**config.mk**
```make
export PLATFORM = sky130hd
export DESIGN_NAME = bridge_request_arbiter
export DESIGN_NICKNAME = d
export VERILOG_FILES = /design/src/rtl/bridge_request_arbiter.sv
export SDC_FILE = /design/constraint.sdc
export NUM_CORES = 1
export LEC_CHECK = 0
export BUFFER_PORTS_ARGS = -buffer_cell sky130_fd_sc_hd__buf_4
export CORE_AREA = 2 2 412 414
export DETAILED_ROUTE_END_ITERATION = 7
export DIE_AREA = 0 0 414 416
export PLACE_DENSITY = 0.3
export SETUP_SLACK_MARGIN = 0.15
export SLEW_MARGIN = 10
export SYNTH_ARGS = -nofsm -noshare
export SYNTH_HDL_FRONTEND = slang
export SYNTH_SLANG_ARGS = --single-unit
```
**constraint.sdc**
```tcl
create_clock -name clk -period 1.89 [get_ports clk]
set_clock_uncertainty 0.15 [all_clocks]
set_input_delay 0.378 -clock clk [delete_from_list [all_inputs] [get_ports clk]]
set_output_delay 0.378 -clock clk [all_outputs]
set_load 0.03 [all_outputs]
```
**src/rtl/bridge_request_arbiter.sv**
```systemverilog
// rtl/bridge_request_arbiter.sv - N-client arbiter for the bridge command driver request channel.
// Define BRIDGE_ARB_FIXED_PRIORITY_EN for fixed priority (lowest index wins); default is round-robin.
module bridge_request_arbiter #(
    parameter int N_CLIENTS = 4,
    localparam int IDX_W = $clog2(N_CLIENTS)
) (
    input  logic                     clk,
    input  logic                     reset,
    input  logic [N_CLIENTS-1:0]     req_valid,
    input  logic [N_CLIENTS*16-1:0]  req_word,
    input  logic [N_CLIENTS*128-1:0] req_param,
    output logic [N_CLIENTS-1:0]     req_ack,
    output logic [N_CLIENTS-1:0]     req_done,
    output logic [15:0]              req_progress,
    output logic [15:0]              req_result,
    output logic [127:0]             req_response,
    output logic                     m_valid,
    output logic [15:0]              m_word,
    output logic [127:0]             m_param,
    input  logic                     m_ack,
    input  logic [15:0]              m_progress,
    input  logic                     m_done,
    input  logic [15:0]              m_result,
    input  logic [127:0]             m_response,
    output logic                     busy,
    output logic [IDX_W-1:0]         grant_idx
);

    typedef enum logic [1:0] {
        IDLE  = 2'd0,
        OFFER = 2'd1,
        BUSY  = 2'd2
    } state_t;

    state_t           state_q, state_d;
    logic [IDX_W-1:0] grant_q, grant_d;
    logic [IDX_W-1:0] winner;
    logic             any_valid;
    logic             granted_valid;

`ifndef BRIDGE_ARB_FIXED_PRIORITY_EN
    logic [IDX_W-1:0] rr_last_q, rr_last_d;
`endif

    assign any_valid     = |req_valid;
    assign granted_valid = req_valid[grant_q];

`ifdef BRIDGE_ARB_FIXED_PRIORITY_EN
    // Descending scan so the lowest requesting index is the last one to overwrite.
    always_comb begin
        winner = '0;
        for (int i = N_CLIENTS - 1; i >= 0; i--) begin
            if (req_valid[IDX_W'(i)]) begin
                winner = IDX_W'(i);
            end
        end
    end
`else
    always_comb begin
        logic found;
        logic [IDX_W-1:0] cand;
        winner = '0;
        found  = 1'b0;
        cand   = '0;
        for (int k = 1; k <= N_CLIENTS; k++) begin
            cand = IDX_W'((int'(rr_last_q) + k) % N_CLIENTS);
            if (!found && req_valid[cand]) begin
                found  = 1'b1;
                winner = cand;
            end
        end
    end
`endif

    always_comb begin
        state_d = state_q;
        grant_d = grant_q;
`ifndef BRIDGE_ARB_FIXED_PRIORITY_EN
        rr_last_d = rr_last_q;
`endif
        case (state_q)
            IDLE: begin
                if (any_valid) begin
                    grant_d = winner;
                    state_d = OFFER;
                end
            end
            OFFER: begin
                // A client withdrawing before acceptance simply forfeits its grant.
                if (!granted_valid) begin
                    state_d = IDLE;
                end else if (m_ack) begin
                    state_d = BUSY;
`ifndef BRIDGE_ARB_FIXED_PRIORITY_EN
                    rr_last_d = grant_q;
`endif
                end
            end
            BUSY: begin
                if (m_done) begin
                    state_d = IDLE;
                end
            end
            default: state_d = IDLE;
        endcase
    end

    always_ff @(posedge clk) begin
        if (reset) begin
            state_q <= IDLE;
            grant_q <= '0;
`ifndef BRIDGE_ARB_FIXED_PRIORITY_EN
            rr_last_q <= IDX_W'(N_CLIENTS - 1);
`endif
        end else begin
            state_q <= state_d;
            grant_q <= grant_d;
`ifndef BRIDGE_ARB_FIXED_PRIORITY_EN
            rr_last_q <= rr_last_d;
`endif
        end
    end

    always_comb begin
        req_ack  = '0;
        req_done = '0;
        req_ack[grant_q]  = (state_q == OFFER) && granted_valid && m_ack;
        req_done[grant_q] = (state_q == BUSY) && m_done;
    end

    assign m_valid      = (state_q == OFFER) && granted_valid;
    assign m_word       = req_word[grant_q*16 +: 16];
    assign m_param      = req_param[grant_q*128 +: 128];
    assign req_progress = m_progress;
    assign req_result   = m_result;
    assign req_response = m_response;
    assign busy         = (state_q != IDLE);
    assign grant_idx    = grant_q;

endmodule

```
==> results.md, run 1 <==
* Fraction of synthesized area in multiplexers at between 60 and 70%
* Failing checks: negative setup slack
* Crit path launch type: flop
* Total GRT Usage at ~8.9%
* Core area at 168,000 um2
* Met3 usage at just over 4%
* Setup_tns at -62.07 ns
* Post-synth EDFFs at 0
* Synth-to-layout area growth at 163%
* Share of layout cells above drive strength 1 at 96.1%
* Leak at 0.00524 uW
* DRT Wirelength at 81.0 mm
* Crit share post-route at 128%
* GPL Wtd Cong at about 0.95
* Combinational power share at 92.1%
* YS warnings at 0
* DRT antenna net count at 0
* Post-Synth XOR/XNOR Area at 0%
* Root Driver: clkbuf_16
* CTS clk-pin slew, worst paths at approximately 0.040 ns
* Reg-to-Reg Start: grant_idx[0]$_SDFFE_PP0P_
* Total grt overflow at 0
* Residual DRC count at 0
* Count of final setup violators at roughly 150
* Asr flop ratio synth at 0%
* Synth Flop Type: dfxtp_1
* Most frequent cells in the layout: 690 x buf_4, 144 x mux4_2, 94 x buf_6
* Switching portion of total power at between 40 and 50%
* Via count of the first global-routing pass at around 7,500
* Crit path time final at 2.42 ns
* Num CTS Buffers at 3
* Max_cap viols at 0
* Met2 usage at between 10% and 20%
* First-pass GRT wire length at ~97 mm
* DR vias/cell at around 2.2
* Arr. time, crit path at ~1.9 ns
* H-tree Lvls at 1
* Final Cell Area at roughly 14,000 um2
* Die height at roughly 420 um
* Main combinational cell family by area after synthesis: multiplexers
* Clk buf depth at 2
* Drt wl/cell at 24.9 um
* Rel. slew slack at slightly below 70%
* Register area share after synthesis at roughly 2.3%
* Pwr/cell area at 494 nW/um2
* Initial DRC Count at between 700 and 800
* Area share of fa/ha/maj cells after synthesis at 0%
* Hold Crit Class: primary input to flop
* RSZ-0062 raised after global routing: yes
* Net switching power at approximately 3200 uW
* WHS at 0.240 ns
* Final Hold Fails at 0
* Fillcell total at ~20,000
* Detailed Place HPWL at between 70 and 80 mm
* I/O Buffers at between 700 and 800
* DRT Pass-1 Iters at 4
* Synth cell types at 34
* Initial antenna violation count at 79
* Clk sinks at 6
* Mapped cell area at between 5000 and 6000 um2
* CTS tree: yes
* Pint at 3500 uW
* Grt met1 use at between 10% and 20%
* FF-to-FF setup slack at -0.08 ns
* Top fanout value on the critical path at 8
* R2R Path End: rr_last_q[0]$_SDFFE_PP1P_
* Seq cells post-synth at 6
* Setup crit start: grant_idx[0]$_SDFFE_PP0P_
* Worst Setup EP: m_param[43]
* Setup ws final at -0.531 ns
* Synth Area in Simple Gates at 3.49%
* Avg Cell Area, Syn at approximately 13 um2
* Pins Over Slew Limit at 0
* Sequential share of power at 2.5%
* Clock Power Share at about 5.4%
* Syn_nets at 1,146
* Starting Density at just over 3%
* VDD IR max at between 0.0002 and 0.00025 V
* Worst EP required at between 1 and 1.5 ns
* Most common cell after layout, fill and taps aside: buf_4
* Routed vias at roughly 7,300
* Rows at roughly 150
* Status: finished, violations left
* Die area at around 170,000 um2
* Post-synthesis cell count at between 400 and 500
* Least-Margin Pin Slew at around 0.46 ns
* IO Pins at about 1,100
* Critical path class: flop to output port
* Max frequency at approximately 0.41 GHz
* CTS Hold Bufs at 0
* Area after DPL at between 10,000 and 15,000 um2
* Largest net degree at the start of global routing at 23
* R2R depth at 8
* GR peak layer: met2
* Worst setup EP type: output port
* Die Span X at 414 um
* Latest clock arrival within the worst-skew pair at 0.23 ns
* Nets at between 1,500 and 2,000
* Compound-gate portion of the synthesized area at under 10%
[repair_timing]
| item | CTS | global route |
|---|---|---|
| endpoints found under the setup margin | 160 | 160 |
| pin swaps | 4 | 2 |
| gates cloned | 3 | 1 |
| resized for setup | 94 | 45 |
| setup buffers | 14 | 2 |
[area by class of cell]
class / instances / area, um2 / area share (%)
inverter: 5 / 33.8 / 0.248
multi-input combinational: 195 / 3690 / 27.1
timing repair buffer: 815 / 6870 / 50.5
antenna: 11 / 27.5 / 0.202
tap: 2218 / 2780 / 20.4
clock buffer: 4 / 78.8 / 0.579
sequential: 6 / 128 / 0.938
[cell usage after synthesis (2+ instances only)]
cell type,count,area (um2)
a311oi_1,2,17.5
inv_1,4,15.0
buf_2,20,100
nor3b_1,2,15.0
dfxtp_1,6,120
o211ai_1,2,15.0
nor3_1,5,25.0
nand2_1,5,18.8
mux4_2,144,3240
clkbuf_1,4,15.0
nand3b_1,2,15.0
buf_4,163,1220
and3_1,2,12.5
nand2b_1,3,18.8
nor2_1,10,37.5
buf_6,9,101
a21o_1,2,15.0
[worst max-delay path, cell delays in order (launching register included)]
cell	delay (ns)
dfxtp_4	0.39
buf_12	0.18
buf_8	0.18
mux4_2	0.62
buf_4	0.22
[stage by stage]
stage	std cells	setup WS, ns	util (%)	total power (uW)
global route	3243	-0.551	8.07	6990
finish	3254	-0.531	8.09	6720
global placement	3219	-0.345	7.53	5820
floorplan	402	-0.0899	-	3660
CTS	3240	-0.534	7.94	6680
detailed placement	3219	-0.345	7.53	5790
[state kept, by name, summed over array words and instances (netlist names)]
register	flops
grant_idx	2
state_q	2
rr_last_q	2
[power by group through the flow]
| stage | Sequential [uW] | Combinational (uW) | Clock [uW] |
|---|---|---|---|
| after floorplan | 166 | 3490 | 0 |
| after global placement | 165 | 5650 | 0 |
| after detailed placement | 164 | 5630 | 0 |
| after CTS | 165 | 6140 | 368 |
| after global routing | 169 | 6440 | 378 |
| final | 166 | 6190 | 365 |
[kinds of logic (layout without fill, tap and decap cells)]
group                  after synthesis  in the layout
buffers and inverters              201            824
and+or+nand+nor                     33             33
AOI/OAI and AO/OA                   14             14
DFF                                  6              6
muxes                              148            148
other                                0             11
[worst min-delay path by stage]
stage / from / endpoint / slack, ns / cells past startpoint
after floorplan: reset / grant_idx[0]$_SDFFE_PP0P_ / 0.29 / 1
after global placement: rr_last_q[0]$_SDFFE_PP1P_ / rr_last_q[0]$_SDFFE_PP1P_ / 0.45 / 2
after detailed placement: rr_last_q[0]$_SDFFE_PP1P_ / rr_last_q[0]$_SDFFE_PP1P_ / 0.46 / 2
after CTS: reset / grant_idx[1]$_SDFFE_PP0P_ / 0.25 / 2
after global routing: reset / state_q[1]$_SDFFE_PP0P_ / 0.26 / 2
final: reset / grant_idx[1]$_SDFFE_PP0P_ / 0.24 / 2
[metal layers]
| metal | wire (um) | share of wire (%) | up-vias |
|---|---|---|---|
| li1 | - | - | 2760 |
| met1 | 31400 | 39 | 3710 |
| met2 | 37600 | 46 | 717 |
| met3 | 10600 | 13 | 112 |
| met4 | 1170 | 1.4 | 20 |
| met5 | 241 | 0.30 | - |
(Power assumes the default switching activity.)
==> run 2: changes to the inputs <==
==> constraint.sdc (replaced) <==
create_clock -name clk -period 1.89 [get_ports clk]
set_clock_uncertainty 0.15 [all_clocks]
set_input_delay 0.0945 -clock clk [delete_from_list [all_inputs] [get_ports clk]]
set_output_delay 0.0945 -clock clk [all_outputs]
set_load 0.03 [all_outputs]
==> run 2 against run 1 <==
  * The run still ends with negative setup slack left
  * Final area grew 0.59%
  * Setup slack improved by 0.31 ns
  * Routed wire length is 1.2% lower
  * Clock power down 4%
  * Die area unchanged
  * Sequential share of layout area hardly changed
  * Cell count about the same
  * Flip-flop and latch count unchanged
  * Largest power group unchanged
  * Critical path depth unchanged
  * Power grew 0.26%
==> results.md, run 2 (same netlist as run 1, synthesis figures left out) <==
* Total grt overflow at 0 (unchanged)
* Residual DRC count at 0 (unchanged)
* Placed cell count at 3,196 (-0.71%)
* Leak at 0.00523 uW (-0.13%)
* Crit path launch type: flop
* WHS at 0.0183 ns (-0.222 ns)
* Detailed Place HPWL at 73.4 mm (-0.48%)
* Multi-input gate area at 3670 um2 (-0.47%)
* Final Hold Fails at 0 (unchanged)
* Most frequent cells in the layout: 656 x buf_4, 144 x mux4_2, 115 x buf_6
* Core area at 168,000 um2 (unchanged)
* Most common cell after layout, fill and taps aside: buf_4
* Worst setup EP type: output port
* Count of final setup violators at 145 (-5.8%)
* H-tree Lvls at 1 (unchanged)
* CP cell instances: buf_16 -> buf_4 -> mux4_2 -> buf_4
* Place WS at -0.0412 ns (+0.304 ns)
* Finished Layout Cells at 3,252 (-0.061%)
* Failing checks: negative setup slack
* Synth-to-layout area growth at 165%
* Drt wl/cell at 24.6 um (-1.1%)
* CTS clk-pin slew, worst paths at 0.04 ns (about the same)
* Via count of the first global-routing pass at 7,673 (+2.7%)
* Max frequency at 0.473 GHz (+15%)
* VDD IR max at 0.000268 V (+25%)
* Die height at 416 um (unchanged)
* Slowest cell on the critical path: mux4_2
* CP max stage delay at 0.57 ns (-0.05 ns)
* Critical path class: flop to output port
* Arr. time, crit path at 1.87 ns (-0.02 ns)
* First-pass GRT wire length at 96.1 mm (-1.4%)
* Nets at 1,760 (-0.56%)
* Die Span X at 414 um (unchanged)
* Hold Crit Class: primary input to flop
* Util after Layout at 8.14% (+0.048 points)
* DR vias/cell at 2.23 (-1.0%)
* Max_cap viols at 0 (unchanged)
* Clk buf depth at 2 (unchanged)
* Clk sinks at 6 (unchanged)
* Num CTS Buffers at 3 (unchanged)
* Largest net degree at the start of global routing at 34 (+48%)
* Sequential cell area at 128 um2 (unchanged)
* DRT Pass-1 Iters at 5 (+1)
* Die area at 172,000 um2 (unchanged)
* Initial antenna violation count at 69 (-13%)
* Top fanout value on the critical path at 14 (+6)
* Least-Margin Pin Slew at 0.473 ns (+0.0103 ns)
* Root Driver: clkbuf_16
* DRT Wirelength at 80.1 mm (-1.2%)
* Setup ws final at -0.224 ns (+0.308 ns)
* Fillcell total at 19,600 (-0.17%)
* Rows at 151 (unchanged)
* Share of layout cells above drive strength 1 at 95.7% (-0.44 points)
* Status: finished, violations left
* Pins Over Slew Limit at 0 (unchanged)
* Crit path time final at 2.11 ns (-0.308 ns)
* Routed vias at 7,240 (-1.1%)
* IO Pins at 1,060 (unchanged)
* DRT antenna net count at 0 (unchanged)
* GPL Wtd Cong at 0.898 (-5.6%)
* Latest clock arrival within the worst-skew pair at 0.23 ns (about the same)
* Setup_tns at -18.55 ns (+43.52 ns)
* Total GRT Usage at 8.80% (-0.11 points)
* Critical path's most frequent cell: buf_4
* Crit share post-route at 112% (-16 points)
* I/O Buffers at 739 (unchanged)
* Worst EP required at 1.65 ns (+0.29 ns)
* Initial DRC Count at 518 (-28%)
* Pwr/cell area at 493 nW/um2 (-0.32%)
* CTS tree: yes
* RSZ-0062 raised after global routing: yes
* Rel. slew slack at 68.2% (-0.69 points)
* Starting Density at 3.07% (unchanged)
run 2: final cells by class:
| type | instances | area share (%) |
|---|---|---|
| diodes | 20 | 0.366 |
| clock buffers | 3 | 0.549 |
| inverters | 5 | 0.174 |
| multi-input cells | 195 | 26.9 |
| flip-flops and latches | 6 | 0.933 |
| well taps | 2218 | 20.3 |
| repair buffers | 805 | 50.8 |
run 2: worst max-delay path: cells and delay by family, from the launching register on:
| family | cells | cell delay, ns |
|---|---|---|
| buffers and inverters | 3 | 0.62 |
| DFF | 1 | 0.37 |
| muxes | 1 | 0.57 |
run 2: routing by layer:
layer  track usage, %  wire length, um  up-vias
met5            0.889              352        -
met4             1.15             1380       32
met3             4.64            10600      116
met2             13.7            35300      717
met1             10.9            32500     3626
li1                 -                -     2749
run 2: metrics by stage:
step / total power [uW] / cell area, um2
after global placement: 5710 / 12500
final: 6740 / 13700
after floorplan: 3580 / 5230
after global routing: 6990 / 13600
after detailed placement: 5680 / 12500
after CTS: 6680 / 13400
run 2: report_power, final:
part | leakage, uW | internal (uW) | switching, uW
combinational | 0.00514 | 3150 | 3070
sequential | 0.0000507 | 142 | 26.0
clock | 0.0000371 | 272 | 78.1
run 2: path summary, 6_finish.rpt:
path,slack [ns],from,depth (start not counted),end
worst max-delay path,-0.22,grant_idx[0]$_SDFFE_PP0P_,4,m_param[72]
worst min-delay path,0.02,m_done,3,state_q[1]$_SDFFE_PP0P_
worst max register to register,0.07,grant_idx[0]$_SDFFE_PP0P_,7,rr_last_q[0]$_SDFFE_PP1P_
worst min register to register,0.42,state_q[1]$_SDFFE_PP0P_,1,state_q[0]$_SDFFE_PP0P_
run 2: repair_timing:
action | in CTS | in global routing
cloned | 5 | 2
resized for setup | 117 | 43
endpoints found under the hold margin | 4 | 0
pin swaps | 3 | 3
hold buffers | 1 | 0
endpoints found under the setup margin | 148 | 156
buffers inserted | 20 | 5
==> run 3: changes to the inputs <==
--- a/config.mk
+++ b/config.mk
@@ -9,7 +9,6 @@
 export CORE_AREA = 2 2 412 414
 export DETAILED_ROUTE_END_ITERATION = 7
 export DIE_AREA = 0 0 414 416
-export PLACE_DENSITY = 0.3
 export SETUP_SLACK_MARGIN = 0.15
 export SLEW_MARGIN = 10
 export SYNTH_ARGS = -nofsm -noshare
==> run 3 against run 2 <==
  * The flow still finishes with violations (negative setup slack)
  * Register-to-register slack got worse by 0.03 ns
  * Worst hold slack improved by 0.021 ns
  * Setup slack better by 0.0011 ns
  * Largest power group unchanged
  * Clock-buffer cell count rose by 1
  * Final area rose by 0.99%
  * Sequential share of layout area about the same
  * Sequential power increased by 2%
  * Global-route usage up 4.2 points
  * Critical endpoint is now m_param[42]
  * Flip-flop and latch count is the same
  * Via count increased by 17%
==> results.md, run 3 (same netlist as run 1, synthesis figures left out) <==
* Root Driver: clkbuf_16
* DRT Wirelength at 118 mm (+48%)
* Final Hold Fails at 0 (unchanged)
* Crit path launch type: flop
* Critical path class: flop to output port
* Die area at 172,000 um2 (unchanged)
* Total grt overflow at 0 (unchanged)
* Fillcell total at 19,600 (-0.30%)
* Failing checks: negative setup slack
* CTS tree: yes
* R2R depth at 6 (-1)
* Crit path time final at 2.11 ns (-0.00111 ns)
* Reg-to-Reg Start: grant_idx[0]$_SDFFE_PP0P_
* Drt wl/cell at 36.2 um (+47%)
* Clk sinks at 6 (unchanged)
* GPL Wtd Cong at 1.09 (+22%)
* Detailed Place HPWL at 109 mm (+49%)
* Core area at 168,000 um2 (unchanged)
* Placed cell count at 3,189 (-0.22%)
* DR vias/cell at 2.59 (+16%)
* Routed vias at 8,462 (+17%)
* Top fanout value on the critical path at 8 (-6)
* Synth-to-layout area growth at 168%
* Top Metal Used: met5
* Status: finished, violations left
* Finished Layout Cells at 3,270 (+0.55%)
* Via count of the first global-routing pass at 7,548 (-1.6%)
* Worst setup EP type: output port
* Clk buf depth at 2 (unchanged)
* Total GRT Usage at 13.0% (+4.2 points)
* RSZ-0062 raised after global routing: yes
* Leak at 0.00523 uW (about the same)
* Worst EP required at 1.65 ns (about the same)
* Most common cell after layout, fill and taps aside: buf_4
* Max frequency at 0.473 GHz (about the same)
* Rel. slew slack at 41.6% (-27 points)
* Setup ws final at -0.223 ns (+0.00111 ns)
* Num CTS Buffers at 3 (unchanged)
* HP Start: m_response[104]
* Die Span X at 414 um (unchanged)
* Setup_tns at -18.45 ns (+0.0948 ns)
* First-pass GRT wire length at 134 mm (+39%)
* CTS clk-pin slew, worst paths at 0.05 ns (about the same)
* Max_cap viols at 0 (unchanged)
* DRT Pass-1 Iters at 5 (unchanged)
* Hold Crit Class: primary input to output port
* Cells on Worst Hold Path at 0 (-3)
* Residual DRC count at 0 (unchanged)
* Rows at 151 (unchanged)
* H-tree Lvls at 1 (unchanged)
* I/O Buffers at 739 (unchanged)
* VDD IR max at 0.000275 V (+2.4%)
* Hold EP: req_response[104]
* Most frequent cells in the layout: 609 x buf_4, 151 x buf_6, 144 x mux4_2
* DR WL met2 at 48.8 mm (+38%)
* IO Pins at 1,060 (unchanged)
* FF-to-FF setup slack at 0.04 ns (-0.03 ns)
* Initial antenna violation count at 158 (+130%)
* Pwr/cell area at 519 nW/um2 (+5.3%)
* Initial DRC Count at 1,247 (+140%)
* Pins Over Slew Limit at 0 (unchanged)
* Least-Margin Pin Slew at 0.868 ns (+0.394 ns)
* Starting Density at 3.07% (unchanged)
* Share of layout cells above drive strength 1 at 95.6% (about the same)
* M1 WL at 38.5 mm (+19%)
* Die height at 416 um (unchanged)
* Met3 WL post-DR at 24.5 mm (+130%)
* Crit share post-route at 112% (about the same)
* Largest net degree at the start of global routing at 52 (+53%)
* Arr. time, crit path at 1.87 ns (about the same)
* Latest clock arrival within the worst-skew pair at 0.25 ns (+0.02 ns)
* R2R Path End: rr_last_q[0]$_SDFFE_PP1P_
* DRT antenna net count at 0 (unchanged)
* Nets at 1,749 (-0.63%)
* Count of final setup violators at 150 (+3.4%)
-- run 3: timing repair --
action,CTS,global route
hold buffers,2,0
resized for setup,133,70
pin swaps,0,5
endpoints found under the hold margin,4,0
endpoints found under the setup margin,154,158
cloned,4,4
setup buffers,13,6
-- run 3: report_power, final --
group | switching, uW | internal (uW) | total (uW)
Sequential | 30.4 | 142 | 172
Clock | 124 | 284 | 409
Combinational | 3370 | 3210 | 6590
-- run 3: per-stage QoR --
step / power (uW) / utilization (%) / setup slack [ns] / cell area [um2] / hold WS (ns)
after floorplan: 3580 / - / 0.143 / 5230 / 0.00754
after global placement: 5880 / 7.38 / -0.243 / 12400 / 0.0392
after detailed placement: 5920 / 7.38 / -0.305 / 12400 / 0.0392
after CTS: 6970 / 7.88 / -0.221 / 13200 / 0.0213
after global routing: 7430 / 8.18 / -0.253 / 13800 / 0.0390
final: 7170 / 8.22 / -0.223 / 13800 / 0.0390
-- run 3: worst max-delay path, stage by stage, from the launching register on --
cell,delay [ns]
dfxtp_4,0.40
buf_12,0.19
buf_12,0.13
buf_16,0.13
mux4_2,0.54
buf_6,0.18
-- run 3: area by class of cell --
type                    count  area (um2)  share of cell area, %
diodes                     48         120                  0.869
flip-flops and latches      6         128                  0.923
inverters                   5        21.3                  0.154
multi-input cells         195        3690                   26.7
repair buffers            794        7000                   50.7
clock buffers               4        78.8                  0.570
well taps                2218        2780                   20.1
-- run 3: worst max-delay path by stage --
stage                         startpoint                        end  cells after the start  slack [ns]
2_1_floorplan  grant_idx[1]$_SDFFE_PP0P_                 req_ack[0]                      5        0.14
3_3_place_gp                req_valid[1]  grant_idx[0]$_SDFFE_PP0P_                      4       -0.24
3_5_place_dp                req_valid[1]  grant_idx[0]$_SDFFE_PP0P_                      4       -0.31
4_1_cts        grant_idx[0]$_SDFFE_PP0P_                m_param[63]                      4       -0.22
5_1_grt        grant_idx[0]$_SDFFE_PP0P_                m_param[11]                      5       -0.25
6_report       grant_idx[0]$_SDFFE_PP0P_                m_param[42]                      5       -0.22
-- run 3: metal layers --
layer	vias to the layer above	GRT usage (%)
met4	84	3.38
met3	358	12.2
met5	-	3.61
met1	4042	12.9
li1	2764	-
met2	1214	19.1
